[config.mk]
export PLATFORM = sky130hd
export DESIGN_NAME = addr_gen
export DESIGN_NICKNAME = d
export VERILOG_FILES = /design/src/rtl/addr_gen.sv
export SDC_FILE = /design/constraint.sdc
export NUM_CORES = 1
export LEC_CHECK = 0
export ABC_AREA = 1
export CAP_MARGIN = 10
export CELL_PAD_IN_SITES_DETAIL_PLACEMENT = 0
export CELL_PAD_IN_SITES_GLOBAL_PLACEMENT = 1
export CORE_MARGIN = 3
export CORE_UTILIZATION = 40
export DETAILED_ROUTE_END_ITERATION = 8
export PLACE_DENSITY = 0.9
export SYNTH_ARGS = -nofsm -noshare
export SYNTH_HDL_FRONTEND = slang
export SYNTH_SLANG_ARGS = --single-unit
[constraint.sdc]
create_clock -name clk -period 6.2 [get_ports clk]
set_input_delay 0.62 -clock clk [delete_from_list [all_inputs] [get_ports clk]]
set_output_delay 0.62 -clock clk [all_outputs]
set_load 0.02 [all_outputs]
[src/rtl/addr_gen.sv]
// Address-generation stage: drives the registered external address bus and sequences
// indexed fix-up, forced dummy and pointer-pair cycles. Optional: ADDR_GEN_JMP_PAGE_BUG_EN.
module addr_gen #(
  parameter int unsigned AW = 16
) (
  input  logic          clk,
  input  logic          rst,
  input  logic          rdy,
  input  logic          start,
  input  logic [2:0]    mode,
  input  logic          force_fix,
  input  logic [AW-1:0] pc,
  input  logic [7:0]    sp,
  input  logic [AW-1:0] base,
  input  logic [7:0]    index,
  output logic [AW-1:0] addr,
  output logic          addr_valid,
  output logic          page_cross,
  output logic          busy,
  output logic          done
);

  if (AW != 16) begin : g_aw_check
    $error("addr_gen: only AW == 16 is supported");
  end

  typedef enum logic [1:0] {StIdle, StFirst, StFinal} state_e;

  localparam logic [2:0] ModePc    = 3'd0;
  localparam logic [2:0] ModeStack = 3'd1;
  localparam logic [2:0] ModeZp    = 3'd2;
  localparam logic [2:0] ModeZpx   = 3'd3;
  localparam logic [2:0] ModeAbs   = 3'd4;
  localparam logic [2:0] ModeAbsx  = 3'd5;
  localparam logic [2:0] ModeInd   = 3'd6;
  localparam logic [2:0] ModeZpind = 3'd7;

  state_e        state_q, state_d;
  logic [AW-1:0] addr_q, addr_d;
  logic          valid_q, valid_d;
  logic          page_cross_q, page_cross_d;
  logic          busy_q, busy_d;
  logic          done_q, done_d;
  logic [2:0]    mode_q, mode_d;
  logic [AW-1:0] base_q, base_d;
  logic [7:0]    index_q, index_d;

  logic [8:0]    lo_sum;
  logic [7:0]    ptr_lo_inc;
  logic          two_cycle;

  assign lo_sum     = {1'b0, base[7:0]} + {1'b0, index};
  assign ptr_lo_inc = base_q[7:0] + 8'd1;

  always_comb begin
    state_d      = state_q;
    addr_d       = addr_q;
    valid_d      = valid_q;
    page_cross_d = page_cross_q;
    busy_d       = busy_q;
    done_d       = done_q;
    mode_d       = mode_q;
    base_d       = base_q;
    index_d      = index_q;
    two_cycle    = 1'b0;

    if (rdy) begin
      if (start && !busy_q) begin
        mode_d       = mode;
        base_d       = base;
        index_d      = index;
        valid_d      = 1'b1;
        page_cross_d = 1'b0;
        unique case (mode)
          ModePc:    addr_d = pc;
          ModeStack: addr_d = {8'h01, sp};
          ModeZp:    addr_d = {8'h00, base[7:0]};
          ModeZpx:   addr_d = {8'h00, lo_sum[7:0]};
          ModeAbs:   addr_d = base;
          ModeAbsx: begin
            if (lo_sum[8] || force_fix) begin
              // Dummy read at the un-carried address; the high byte is fixed next cycle.
              two_cycle    = 1'b1;
              addr_d       = {base[AW-1:8], lo_sum[7:0]};
              page_cross_d = lo_sum[8];
            end else begin
              addr_d = base + {{(AW-8){1'b0}}, index};
            end
          end
          ModeInd: begin
            two_cycle = 1'b1;
            addr_d    = base;
          end
          ModeZpind: begin
            two_cycle = 1'b1;
            addr_d    = {8'h00, base[7:0]};
          end
          default: addr_d = pc;
        endcase
        state_d = two_cycle ? StFirst : StFinal;
        busy_d  = two_cycle;
        done_d  = !two_cycle;
      end else if (state_q == StFirst) begin
        state_d      = StFinal;
        valid_d      = 1'b1;
        page_cross_d = 1'b0;
        busy_d       = 1'b0;
        done_d       = 1'b1;
        case (mode_q)
`ifdef ADDR_GEN_JMP_PAGE_BUG_EN
          ModeInd:   addr_d = {base_q[AW-1:8], ptr_lo_inc};
`else
          ModeInd:   addr_d = base_q + {{(AW-1){1'b0}}, 1'b1};
`endif
          ModeZpind: addr_d = {8'h00, ptr_lo_inc};
          default:   addr_d = base_q + {{(AW-8){1'b0}}, index_q};
        endcase
      end else begin
        // Idle: address bus keeps its last value.
        state_d      = StIdle;
        valid_d      = 1'b0;
        page_cross_d = 1'b0;
        busy_d       = 1'b0;
        done_d       = 1'b0;
      end
    end
  end

  always_ff @(posedge clk or posedge rst) begin
    if (rst) begin
      state_q      <= StIdle;
      addr_q       <= '0;
      valid_q      <= 1'b0;
      page_cross_q <= 1'b0;
      busy_q       <= 1'b0;
      done_q       <= 1'b0;
      mode_q       <= '0;
      base_q       <= '0;
      index_q      <= '0;
    end else begin
      state_q      <= state_d;
      addr_q       <= addr_d;
      valid_q      <= valid_d;
      page_cross_q <= page_cross_d;
      busy_q       <= busy_d;
      done_q       <= done_d;
      mode_q       <= mode_d;
      base_q       <= base_d;
      index_q      <= index_d;
    end
  end

  assign addr       = addr_q;
  assign addr_valid = valid_q;
  assign page_cross = page_cross_q;
  assign busy       = busy_q;
  assign done       = done_q;

endmodule

==> flow_metrics.tcl <==
set metrics [dict create \
    outcome "completed" \
    crit_cells 9 \
    coreArea_sq_um 8976 \
    layout_setup_ws_ns 3.509 \
    leakagePower_nw 2.323 \
    grt_max_degree 52 \
    wl_per_cell_um 14.89 \
    min_period_over_period_pct 43.41 \
    diodes 0 \
    ioPinCount 76 \
    routed_wl_mm 11.45 \
    htree_levels 2 \
    drc 0 \
    grt_usage_pct 22.35 \
    slew_headroom_pct 32.81 \
    yosysWarnings 0 \
    layout.nets 717 \
    synth_nets 646 \
    start_util_pct 42.33 \
    crit_arrival_ns 2.94 \
    num_vias 3899 \
    worstHoldPathType "reg -> reg" \
    cts_sinks 47 \
    cts_inserted_buffers 5 \
    reg2reg_depth 14 \
    grt_pass1_vias 3673 \
    antenna_found_initial 0 \
    drive_gt1_share_pct 8.243 \
    netlist_area_sq_um 3800 \
    syn2layout_area_growth_pct 24.86 \
    end_kind "flip-flop" \
    wl_met3_um 587 \
    clkLatencyLatePin_ns 0.30 \
    slowest_delay_ns 0.66 \
    synthCells 571 \
    timing.fmax_mhz 371.5 \
    drt-met1-wl_mm 5.618 \
    postSynthAreaPerCell_sq_um 6.655 \
    async_flop_share_pct 100.0 \
    cts-root-buf "clkbuf_8" \
    die_w_um 103.5 \
    ys_seq_elements 47 \
    ys_top_cells_by_area "dfrtp_1 (31%), nand2_1 (17%), inv_1 (7.2%), o21ai_0 (5.9%), nand3_1 (5.7%)" \
    regToRegSetupSlack_ns 3.55 \
    slew_violations 0 \
    wl_met2_mm 5.144 \
    yosysUniqueCellTypes 48 \
    fin_tns_setup_ns 0 \
    final-setup-viol-count 0 \
    cts_setup_buffers 0 \
    worst_setup_path_start_kind "input pin" \
    yosysTopAreaCellShare_pct 30.95 \
    maxCapViolations 0 \
    post-route-min-period_ns 2.691 \
    tightest_slew_ns 1.006 \
    skew_ns 0.007115 \
    post_drt_via_cell_ratio 5.070 \
    cts_hold_buffers 0 \
    critPathKind "in -> reg" \
    required_ns 6.45 \
    grt_pass1_wl_mm 18.51 \
    path_delay_family "buffers and inverters" \
    path_buf_inv 4 \
    place_ws_ns 3.193 \
    ys.flop_type "dfrtp_1" \
    clock_path_buffers 2 \
    overflow 0 \
    yosysSeqAreaShare_pct 30.95 \
    hold_viol_final 0 \
    drt_pass1_iterations 5 \
    vdd_drop_max_uv 101.8 \
    place_congestion 0.8976 \
    power.density_nw_per_um2 242.3 \
    die_h_um 103.5 \
    cp_slowest_cell "nor2_2" \
    critical_path.reg2reg.startpoint "mode_q[0]$_DFFE_PP0P_" \
    dp_hpwl_mm 9.116 \
    worstReg2RegEnd "addr[4]$_DFFE_PP0P_" \
    startpoint "rdy" \
    synth_edf_count 0 \
    drtIter0Drc 231 \
    postRouteAntennaNets 0 \
    rows 34 \
    clk_pin_slew_ns 0.09 \
    port_buffers 75 \
    crit_chain "clkdlybuf4s50_1 -> inv_1 -> nor2_4 -> buf_4 -> nor2_2 -> inv_2 -> nand2_1 -> a21oi_2 -> nor2_2" \
    rsz0062_at_grt "false" \
    cts_resized 0 \
    worstPathMaxFanout 51 \
    crit_path_frequent_cell "nor2_2" \
    dieArea_sq_um 10710 \
    tritoncts "done" \
    highest_layer "met4" \
    synth_area_leader_cell "dfrtp_1" \
    critPathCapture "addr[11]$_DFFE_PP0P_" \
]
## worst register-to-register path: stages (launching register included)
cell	delay, ns
dfrtp_1	0.40
nor3_1	0.20
buf_4	0.19
or2_2	0.11
ha_1	0.17
inv_1	0.06
fa_1	0.41
inv_1	0.10
a21oi_1	0.07
o21ai_1	0.27
a21oi_1	0.11
o21ai_0	0.11
nand2_1	0.08
a21oi_1	0.17
a21oi_1	0.09
## cell usage after synthesis (2+ instances only)
cell type / count
xor2_1: 3
nor3_2: 2
a31oi_1: 2
o2111ai_1: 2
fa_1: 2
nand3_1: 43
or2_2: 3
clkbuf_1: 2
nand2_1: 177
nand4_1: 9
a21oi_1: 28
inv_2: 7
o21ai_1: 7
a21oi_2: 6
o21ai_0: 45
a32o_1: 2
ha_1: 17
inv_1: 73
nor2_4: 2
a21boi_0: 2
or2_1: 2
xnor2_1: 2
buf_4: 2
buf_2: 6
nor2_2: 4
dfrtp_1: 47
nor3_1: 3
nand2_2: 10
inv_4: 2
nor2_1: 41
## flip-flops by register name, summed over array words and instances (netlist names)
signal      flops
addr           16
addr_valid      1
base_q         16
busy            1
index_q         8
mode_q          3
page_cross      1
state_q         1
## routing by layer
layer,vias to the layer above,global-route usage [%]
met3,8,2.079
met4,0,4.781
met5,-,0
met1,1775,34.05
li1,1984,-
met2,132,34.31
## logic make-up (layout without fill, tap and decap cells)
family	Yosys count	in the layout	share of synthesized area, %
AO/OA/AOI/OAI	102	102	15.67
XOR/XNOR	5	5	1.153
adder cells (fa/ha/maj)	19	19	6.651
buffers and inverters	96	168	10.50
flip-flops	47	47	30.95
AND/OR/NAND/NOR	302	302	35.07
## through the flow
step                      power [mW]  std cells  instance area (sq um)  util (%)  hold WS [ns]
after floorplan               0.7468        571                   3800         -        0.4345
after CTS                      1.154        769                   4745     52.86        0.4852
after global placement        0.9358        761                   4641     51.70        0.4562
final                          1.150        769                   4745     52.86        0.4818
after detailed placement      0.9406        761                   4641     51.70        0.4629
after global routing           1.236        769                   4745     52.86        0.5177
## worst min-delay path by stage
| stage | startpoint | end | cells past startpoint |
|---|---|---|---|
| floorplan | index_q[0]$_DFFE_PP0P_ | index_q[0]$_DFFE_PP0P_ | 2 |
| detailed placement | index_q[0]$_DFFE_PP0P_ | index_q[0]$_DFFE_PP0P_ | 2 |
| global placement | index_q[0]$_DFFE_PP0P_ | index_q[0]$_DFFE_PP0P_ | 2 |
| global route | addr[5]$_DFFE_PP0P_ | addr[5]$_DFFE_PP0P_ | 2 |
| CTS | index_q[0]$_DFFE_PP0P_ | index_q[0]$_DFFE_PP0P_ | 2 |
| finish | addr[6]$_DFFE_PP0P_ | addr[6]$_DFFE_PP0P_ | 2 |
## area by class of cell
type / instances / area [sq um]
clock buffers: 7 / 96.34
clock inverters: 1 / 7.507
fillers: 907 / 4232
inverters: 83 / 316.6
multi-input cells: 428 / 2225
flip-flops and latches: 47 / 1176
well taps: 126 / 157.7
repair buffers: 77 / 765.7
## report_power, final
part | switching, mW | internal [mW]
Sequential | 0.0413 | 0.370
Combinational | 0.310 | 0.217
Clock | 0.110 | 0.102
Total | 0.461 | 0.688
## layout by cell type (no fill, tap or decap), types with 3 or more instances in the layout
| cell type | netlist | final |
|---|---|---|
| nand3_1 | 43 | 43 |
| nor3_1 | 3 | 3 |
| nand2_2 | 10 | 10 |
| clkdlybuf4s50_1 | 0 | 75 |
| xor2_1 | 3 | 3 |
| or2_2 | 3 | 3 |
| clkbuf_8 | 0 | 7 |
| ha_1 | 17 | 17 |
| nor2_1 | 41 | 41 |
| a21oi_1 | 28 | 28 |
| o21ai_1 | 7 | 7 |
| nand4_1 | 9 | 9 |
| o21ai_0 | 45 | 45 |
| a21oi_2 | 6 | 6 |
| nor2_2 | 4 | 4 |
| inv_1 | 73 | 72 |
| inv_2 | 7 | 8 |
| nand2_1 | 177 | 177 |
| dfrtp_1 | 47 | 47 |
(Power assumes the default switching activity.)
